**src/rtl/hazard_ctrl.sv**
```systemverilog
// Pipeline hazard controller: tracks EX/MEM/WB occupancy, selects ALU forwarding,
// stalls on load-use and multi-cycle mul/div, and flushes on EX redirects.
module hazard_ctrl (
  input  logic        clk,
  input  logic        rst,
  input  logic        id_valid,
  input  logic [4:0]  id_rs1,
  input  logic [4:0]  id_rs2,
  input  logic        id_rs1_used,
  input  logic        id_rs2_used,
  input  logic [4:0]  id_rd,
  input  logic        id_reg_wen,
  input  logic        id_is_load,
  input  logic        id_is_muldiv,
  input  logic        ex_redirect,
  input  logic        md_done,
  output logic        stall,
  output logic        ex_hold,
  output logic        ex_bubble,
  output logic        mem_bubble,
  output logic        flush_ifid,
  output logic [1:0]  forwardA,
  output logic [1:0]  forwardB,
  output logic        md_start,
  output logic [31:0] stall_cnt
);

  typedef enum logic {RUN, MD_WAIT} state_t;

  typedef struct packed {
    logic       valid;
    logic [4:0] rd;
    logic       reg_wen;
    logic       is_load;
    logic       is_muldiv;
  } slot_t;

  state_t     state_q, state_d;
  slot_t      ex_q, mem_q, wb_q;
  slot_t      id_slot, mem_next;
  logic [4:0] ex_rs1_q, ex_rs2_q;
  logic       ex_rs1_used_q, ex_rs2_used_q;
  logic       load_use;

  // WB only feeds forwarding; its class bits are tracked but have no consumer.
  logic unused_wb_class;
  assign unused_wb_class = wb_q.is_load ^ wb_q.is_muldiv;

  function automatic logic [1:0] fwd_sel(input logic used, input logic [4:0] rs,
                                         input slot_t mem, input slot_t wb);
    if (used && mem.valid && mem.reg_wen && mem.rd == rs && mem.rd != 5'd0)
      return 2'b10;
    else if (used && wb.valid && wb.reg_wen && wb.rd == rs && wb.rd != 5'd0)
      return 2'b01;
    else
      return 2'b00;
  endfunction

  always_comb begin
    forwardA = fwd_sel(ex_rs1_used_q, ex_rs1_q, mem_q, wb_q);
    forwardB = fwd_sel(ex_rs2_used_q, ex_rs2_q, mem_q, wb_q);
  end

  always_comb begin
    load_use = id_valid && ex_q.valid && ex_q.is_load && ex_q.rd != 5'd0 &&
               ((id_rs1_used && id_rs1 == ex_q.rd) ||
                (id_rs2_used && id_rs2 == ex_q.rd));
  end

  // Priority in RUN: redirect, then mul/div start, then load-use.
  always_comb begin
    state_d    = state_q;
    stall      = 1'b0;
    ex_hold    = 1'b0;
    ex_bubble  = 1'b0;
    mem_bubble = 1'b0;
    flush_ifid = 1'b0;
    md_start   = 1'b0;
    case (state_q)
      RUN: begin
        if (ex_redirect) begin
          flush_ifid = 1'b1;
          ex_bubble  = 1'b1;
        end else if (ex_q.valid && ex_q.is_muldiv) begin
          md_start   = 1'b1;
          stall      = 1'b1;
          ex_hold    = 1'b1;
          mem_bubble = 1'b1;
          state_d    = MD_WAIT;
        end else if (load_use) begin
          stall     = 1'b1;
          ex_bubble = 1'b1;
        end
      end
      MD_WAIT: begin
        if (md_done) begin
          state_d = RUN;
        end else begin
          stall      = 1'b1;
          ex_hold    = 1'b1;
          mem_bubble = 1'b1;
        end
      end
      default: state_d = RUN;
    endcase
  end

  always_comb begin
    id_slot.valid     = id_valid && !ex_bubble;
    id_slot.rd        = id_rd;
    id_slot.reg_wen   = id_reg_wen;
    id_slot.is_load   = id_is_load;
    id_slot.is_muldiv = id_is_muldiv;
    mem_next          = ex_q;
    mem_next.valid    = ex_q.valid && !mem_bubble && !ex_hold;
  end

  always_ff @(posedge clk) begin
    if (rst) begin
      state_q       <= RUN;
      ex_q          <= '0;
      mem_q         <= '0;
      wb_q          <= '0;
      ex_rs1_q      <= '0;
      ex_rs2_q      <= '0;
      ex_rs1_used_q <= 1'b0;
      ex_rs2_used_q <= 1'b0;
    end else begin
      state_q <= state_d;
      mem_q   <= mem_next;
      wb_q    <= mem_q;
      if (!ex_hold) begin
        ex_q          <= id_slot;
        ex_rs1_q      <= id_rs1;
        ex_rs2_q      <= id_rs2;
        ex_rs1_used_q <= id_rs1_used;
        ex_rs2_used_q <= id_rs2_used;
      end
    end
  end

  always_ff @(posedge clk) begin
    if (rst)
      stall_cnt <= '0;
    else if (stall && stall_cnt != '1)
      stall_cnt <= stall_cnt + 32'd1;
  end

endmodule

```
**config.mk**
```make
export PLATFORM = sky130hd
export DESIGN_NAME = hazard_ctrl
export DESIGN_NICKNAME = d
export VERILOG_FILES = /design/src/rtl/hazard_ctrl.sv
export SDC_FILE = /design/constraint.sdc
export NUM_CORES = 1
export LEC_CHECK = 0
export CELL_PAD_IN_SITES_DETAIL_PLACEMENT = 1
export CELL_PAD_IN_SITES_GLOBAL_PLACEMENT = 1
export CORE_ASPECT_RATIO = 0.5
export CORE_UTILIZATION = 40
export CTS_CLUSTER_DIAMETER = 60
export DETAILED_ROUTE_END_ITERATION = 7
export GPL_TIMING_DRIVEN = 0
export HOLD_SLACK_MARGIN = 0.05
export PLACE_DENSITY_LB_ADDON = 0.1
export REMOVE_ABC_BUFFERS = 1
export SETUP_SLACK_MARGIN = 0.05
export SYNTH_ARGS = -nofsm -noshare
export SYNTH_HDL_FRONTEND = slang
export SYNTH_SLANG_ARGS = --single-unit
```
**constraint.sdc**
```tcl
create_clock -name clk -period 3.7 [get_ports clk]
set_clock_uncertainty 0.1 [all_clocks]
set_input_delay 0.74 -clock clk [delete_from_list [all_inputs] [get_ports clk]]
set_output_delay 0.74 -clock clk [all_outputs]
set_load 0.005 [all_outputs]
```
==> results.yml <==
drt:
  post_drt_via_cell_ratio: 5.44
  drcViolationCount: 0
  detail_route.first_pass.iterations: 4
  postRouteWirelength_mm: 9.53
  detail_route.wl_per_cell_um: 16.8
  antenna_left: 0
  detailroute.via_count: 3089
  detailedRoute.firstIterationViolations: 113
timing:
  finalHoldViolCount: 0
  final-max-slew-violation-count: 0
  tightest_slew_ps: 1050
  max_freq_ghz: 0.286
  grt_setup_unrepaired: "no"
  period_minus_slack_ps: 3500
  worst_hold_slack_ps: 362
  maxSlewHeadroom_pct: 29.8
  final.period_utilization_pct: 94.6
  finalSetupViolations: 0
  setup-tns-final_ps: 0
synth:
  syn-instance-count: 389
  share_of_the_synthesized_netlist_area_taken_by_xor_and_xnor_gates_pct: 8.21
  synth_enable_flop_cells: 0
  yosys_warnings: 0
  post_synth_and_or_nand_nor_area_fraction_pct: 29.3
  synth_top_flop_cell: "sky130_fd_sc_hd__dfxtp_1"
  fraction_of_the_mapped_netlist_area_in_compound_gates_pct: 14.9
  post_synth_fa_ha_maj_area_fraction_pct: 0.378
  syn-mean-instance-area_sq_um: 8.50
  synth.mux.area_fraction_pct: 1.66
  postSynth.asyncResetShare_pct: 0
  mappedNetlistArea_sq_mm: 0.00331
  ys_ff_latch: 68
  main_combinational_cell_family_by_area_after_synthesis: "simple AND/OR/NAND/NOR gates"
  synth_sequential_area_ratio_pct: 41.1
  yosys.cell_types.count: 51
die:
  initial_core_util_pct: 41.4
  die-height_um: 66.3
  design.portCount: 67
  die_area_sq_mm: 0.00866
  std_cell_rows: 23
  placeableCoreArea_sq_mm: 0.00800
  fp.dieW_um: 131
global_routing:
  global_route.usage.total_pct: 24.2
  grt_first_pass_wirelength_mm: 15.8
  antenna_found_initial: 0
  maximum_number_of_pins_on_one_net_before_global_route_repair: 47
  total_congestion_overflow: 0
  grt_pass1_vias: 3224
pwr:
  irDropWorstVdd_uv: 245
  power-per-cell-area_mw_per_mm2: 416
  power.static_leakage_nw: 1.53
clock_network:
  cts_tree: "yes"
  clock_sinks: 68
  ctsHtreeMaxLevel: 3
  cts_max_path_buffers: 2
  cts_root_buffer: "sky130_fd_sc_hd__clkbuf_16"
  cts_buffers: 9
  clk_transition_reported_paths_ps: 60
  clk_latency_ps: 340
finish:
  number_of_fillers_in_the_final_layout: 931
  layout_commonest_cell: "sky130_fd_sc_hd__dfxtp_1"
  post_route_cells_drive_above_1_share_pct: 10.5
  syn2layout_area_growth_pct: 32.7
  finalNetCount: 477
  n_antenna_cell: 0
  layout.cells.most_common_list: "sky130_fd_sc_hd__dfxtp_1 (68), sky130_fd_sc_hd__clkdlybuf4s50_1 (65), sky130_fd_sc_hd__nand2_1 (58), sky130_fd_sc_hd__a21oi_1 (43), sky130_fd_sc_hd__xnor2_1 (22)"
critical_path:
  path_cells: "clkdlybuf4s50_1 > nor4bb_4 > a21oi_4 > clkinv_4 > a21oi_4 > inv_1 > clkdlybuf4s50_1"
  reg2reg_from: "state_q$_SDFF_PP0_"
  ff2ff_setup_slack_ps: 930
  setup.worst_path.start: "ex_redirect"
  worst-setup-path-type: "in -> out"
  critical_path_required_ps: 2860
  endpoint_kind: "output pin"
  crit_path_max_incr_delay_ps: 520
  setup.worst_path.start_class: "primary input"
  critical_path_peak_fanout: 26
  worst_path_dominant_cell_family: "buffers and inverters"
  worstPathArrival_ps: 2660
  worst_path_max_delay_cell: "sky130_fd_sc_hd__clkdlybuf4s50_1"
  worstPathBufferInverterCount: 4
outcome:
  outcome: "finished, final reports clean"
place:
  detailed_place_hpwl_mm: 6.61
  port-buffer-count: 66
  weighted_congestion_reported_at_the_end_of_routability_driven_placement: 0.869
min_path:
  timing.hold.worst.class: "reg -> reg"
  holdCritStartpoint: "ex_q[2]$_SDFFE_PP0N_"
run:
  drv.max_cap_violation_count: 0
## timing repair
action	4_1_cts	5_1_grt
setup endpoints to repair	35	1
gates cloned	1	0
resized for setup	5	0
setup buffers	1	2
hold buffers	0	0
## cell families (layout without fill, tap and decap cells)
family,Yosys count,count (layout)
buffers and inverters,25,91
xor gates and xnor gates,31,31
muxes,5,5
AOI/OAI and AO/OA,84,85
DFF,68,68
adders and majority gates,1,1
and+or+nand+nor,175,175
## synthesized netlist by cell type, types with 2 or more instances
master | number | area, sq um
sky130_fd_sc_hd__and4_1 | 2 | 17.5
sky130_fd_sc_hd__nand2_1 | 58 | 218
sky130_fd_sc_hd__and4_2 | 3 | 30.0
sky130_fd_sc_hd__o211ai_1 | 2 | 15.0
sky130_fd_sc_hd__o31ai_1 | 3 | 22.5
sky130_fd_sc_hd__xnor2_1 | 22 | 193
sky130_fd_sc_hd__and3_1 | 5 | 31.3
sky130_fd_sc_hd__o21ba_2 | 3 | 30.0
sky130_fd_sc_hd__buf_6 | 3 | 33.8
sky130_fd_sc_hd__clkbuf_8 | 2 | 27.5
sky130_fd_sc_hd__or4_1 | 6 | 45.0
sky130_fd_sc_hd__o21ai_0 | 19 | 95.1
sky130_fd_sc_hd__clkbuf_1 | 11 | 41.3
sky130_fd_sc_hd__nor2b_1 | 18 | 113
sky130_fd_sc_hd__and2_2 | 2 | 15.0
sky130_fd_sc_hd__nor4_1 | 6 | 37.5
sky130_fd_sc_hd__inv_1 | 4 | 15.0
sky130_fd_sc_hd__dfxtp_1 | 68 | 1360
sky130_fd_sc_hd__or3_1 | 19 | 119
sky130_fd_sc_hd__xor2_1 | 9 | 78.8
sky130_fd_sc_hd__buf_4 | 2 | 15.0
sky130_fd_sc_hd__nor3_1 | 8 | 40.0
sky130_fd_sc_hd__nand3_1 | 11 | 55.1
sky130_fd_sc_hd__o31a_2 | 2 | 20.0
sky130_fd_sc_hd__mux2_2 | 4 | 45.0
sky130_fd_sc_hd__nor2_1 | 12 | 45.0
sky130_fd_sc_hd__o21ai_1 | 3 | 15.0
sky130_fd_sc_hd__nand4_1 | 16 | 100
sky130_fd_sc_hd__a21oi_1 | 44 | 220
## worst reg2reg max path, stage by stage (launching register included)
cell,delay [ps]
sky130_fd_sc_hd__dfxtp_1,410
sky130_fd_sc_hd__nor4bb_4,460
sky130_fd_sc_hd__a21oi_4,80
sky130_fd_sc_hd__buf_4,210
sky130_fd_sc_hd__o21ai_1,150
sky130_fd_sc_hd__o211ai_4,380
sky130_fd_sc_hd__nor4_1,500
sky130_fd_sc_hd__mux2_2,380
## final cells by class
class | count | area [sq um] | area share [%]
Clock buffer | 9 | 225 | 5.13
Clock inverter | 7 | 98.8 | 2.25
Inverter | 5 | 23.8 | 0.541
Multi-Input combinational cell | 297 | 1840 | 42.0
Sequential cell | 68 | 1360 | 31.0
Tap cell | 112 | 140 | 3.19
Timing Repair Buffer | 70 | 698 | 15.9
## sequential cells by signal, summed over array words and instances (netlist names)
name and flops:
wb_q 7, state_q 1, ex_rs2_q 5, ex_q 9
stall_cnt 32, ex_rs1_used_q 1, ex_rs2_used_q 1, mem_q 7
ex_rs1_q 5
## per-layer routing
layer	global-route usage [%]	part of all wire [%]	up-vias
met2	42.6	49	43
met1	27.7	46	1520
met5	0	0	-
li1	-	-	1513
met3	6.80	3.0	13
met4	9.91	1.7	0
## path summary, 6_finish.rpt
path	to	depth (start not counted)
worst max-delay path	stall	7
worst min-delay path	ex_q[2]$_SDFFE_PP0N_	2
worst max register to register	stall_cnt[29]$_SDFFE_PP0P_	7
worst min register to register	ex_q[2]$_SDFFE_PP0N_	2
## through the flow
step / power [W] / setup slack, ps / instances / area [sq um] / util, %
detailed placement: 0.000900 / -1510 / 548 / 4010 / 50.1
global route: 0.00189 / 93.2 / 568 / 4390 / 54.9
CTS: 0.00185 / 109 / 566 / 4380 / 54.7
floorplan: 0.000835 / 350 / 369 / 3180 / -
finish: 0.00183 / 199 / 568 / 4390 / 54.9
global placement: 0.000894 / -1360 / 547 / 3980 / 49.8
## where the power goes
part	internal, W	total, W	switching, W
Clock	0.000595	0.000941	0.000346
Combinational	0.0000629	0.000115	0.0000522
Sequential	0.000751	0.000772	0.0000215
No activity file was read; power rests on OpenSTA's default activity.
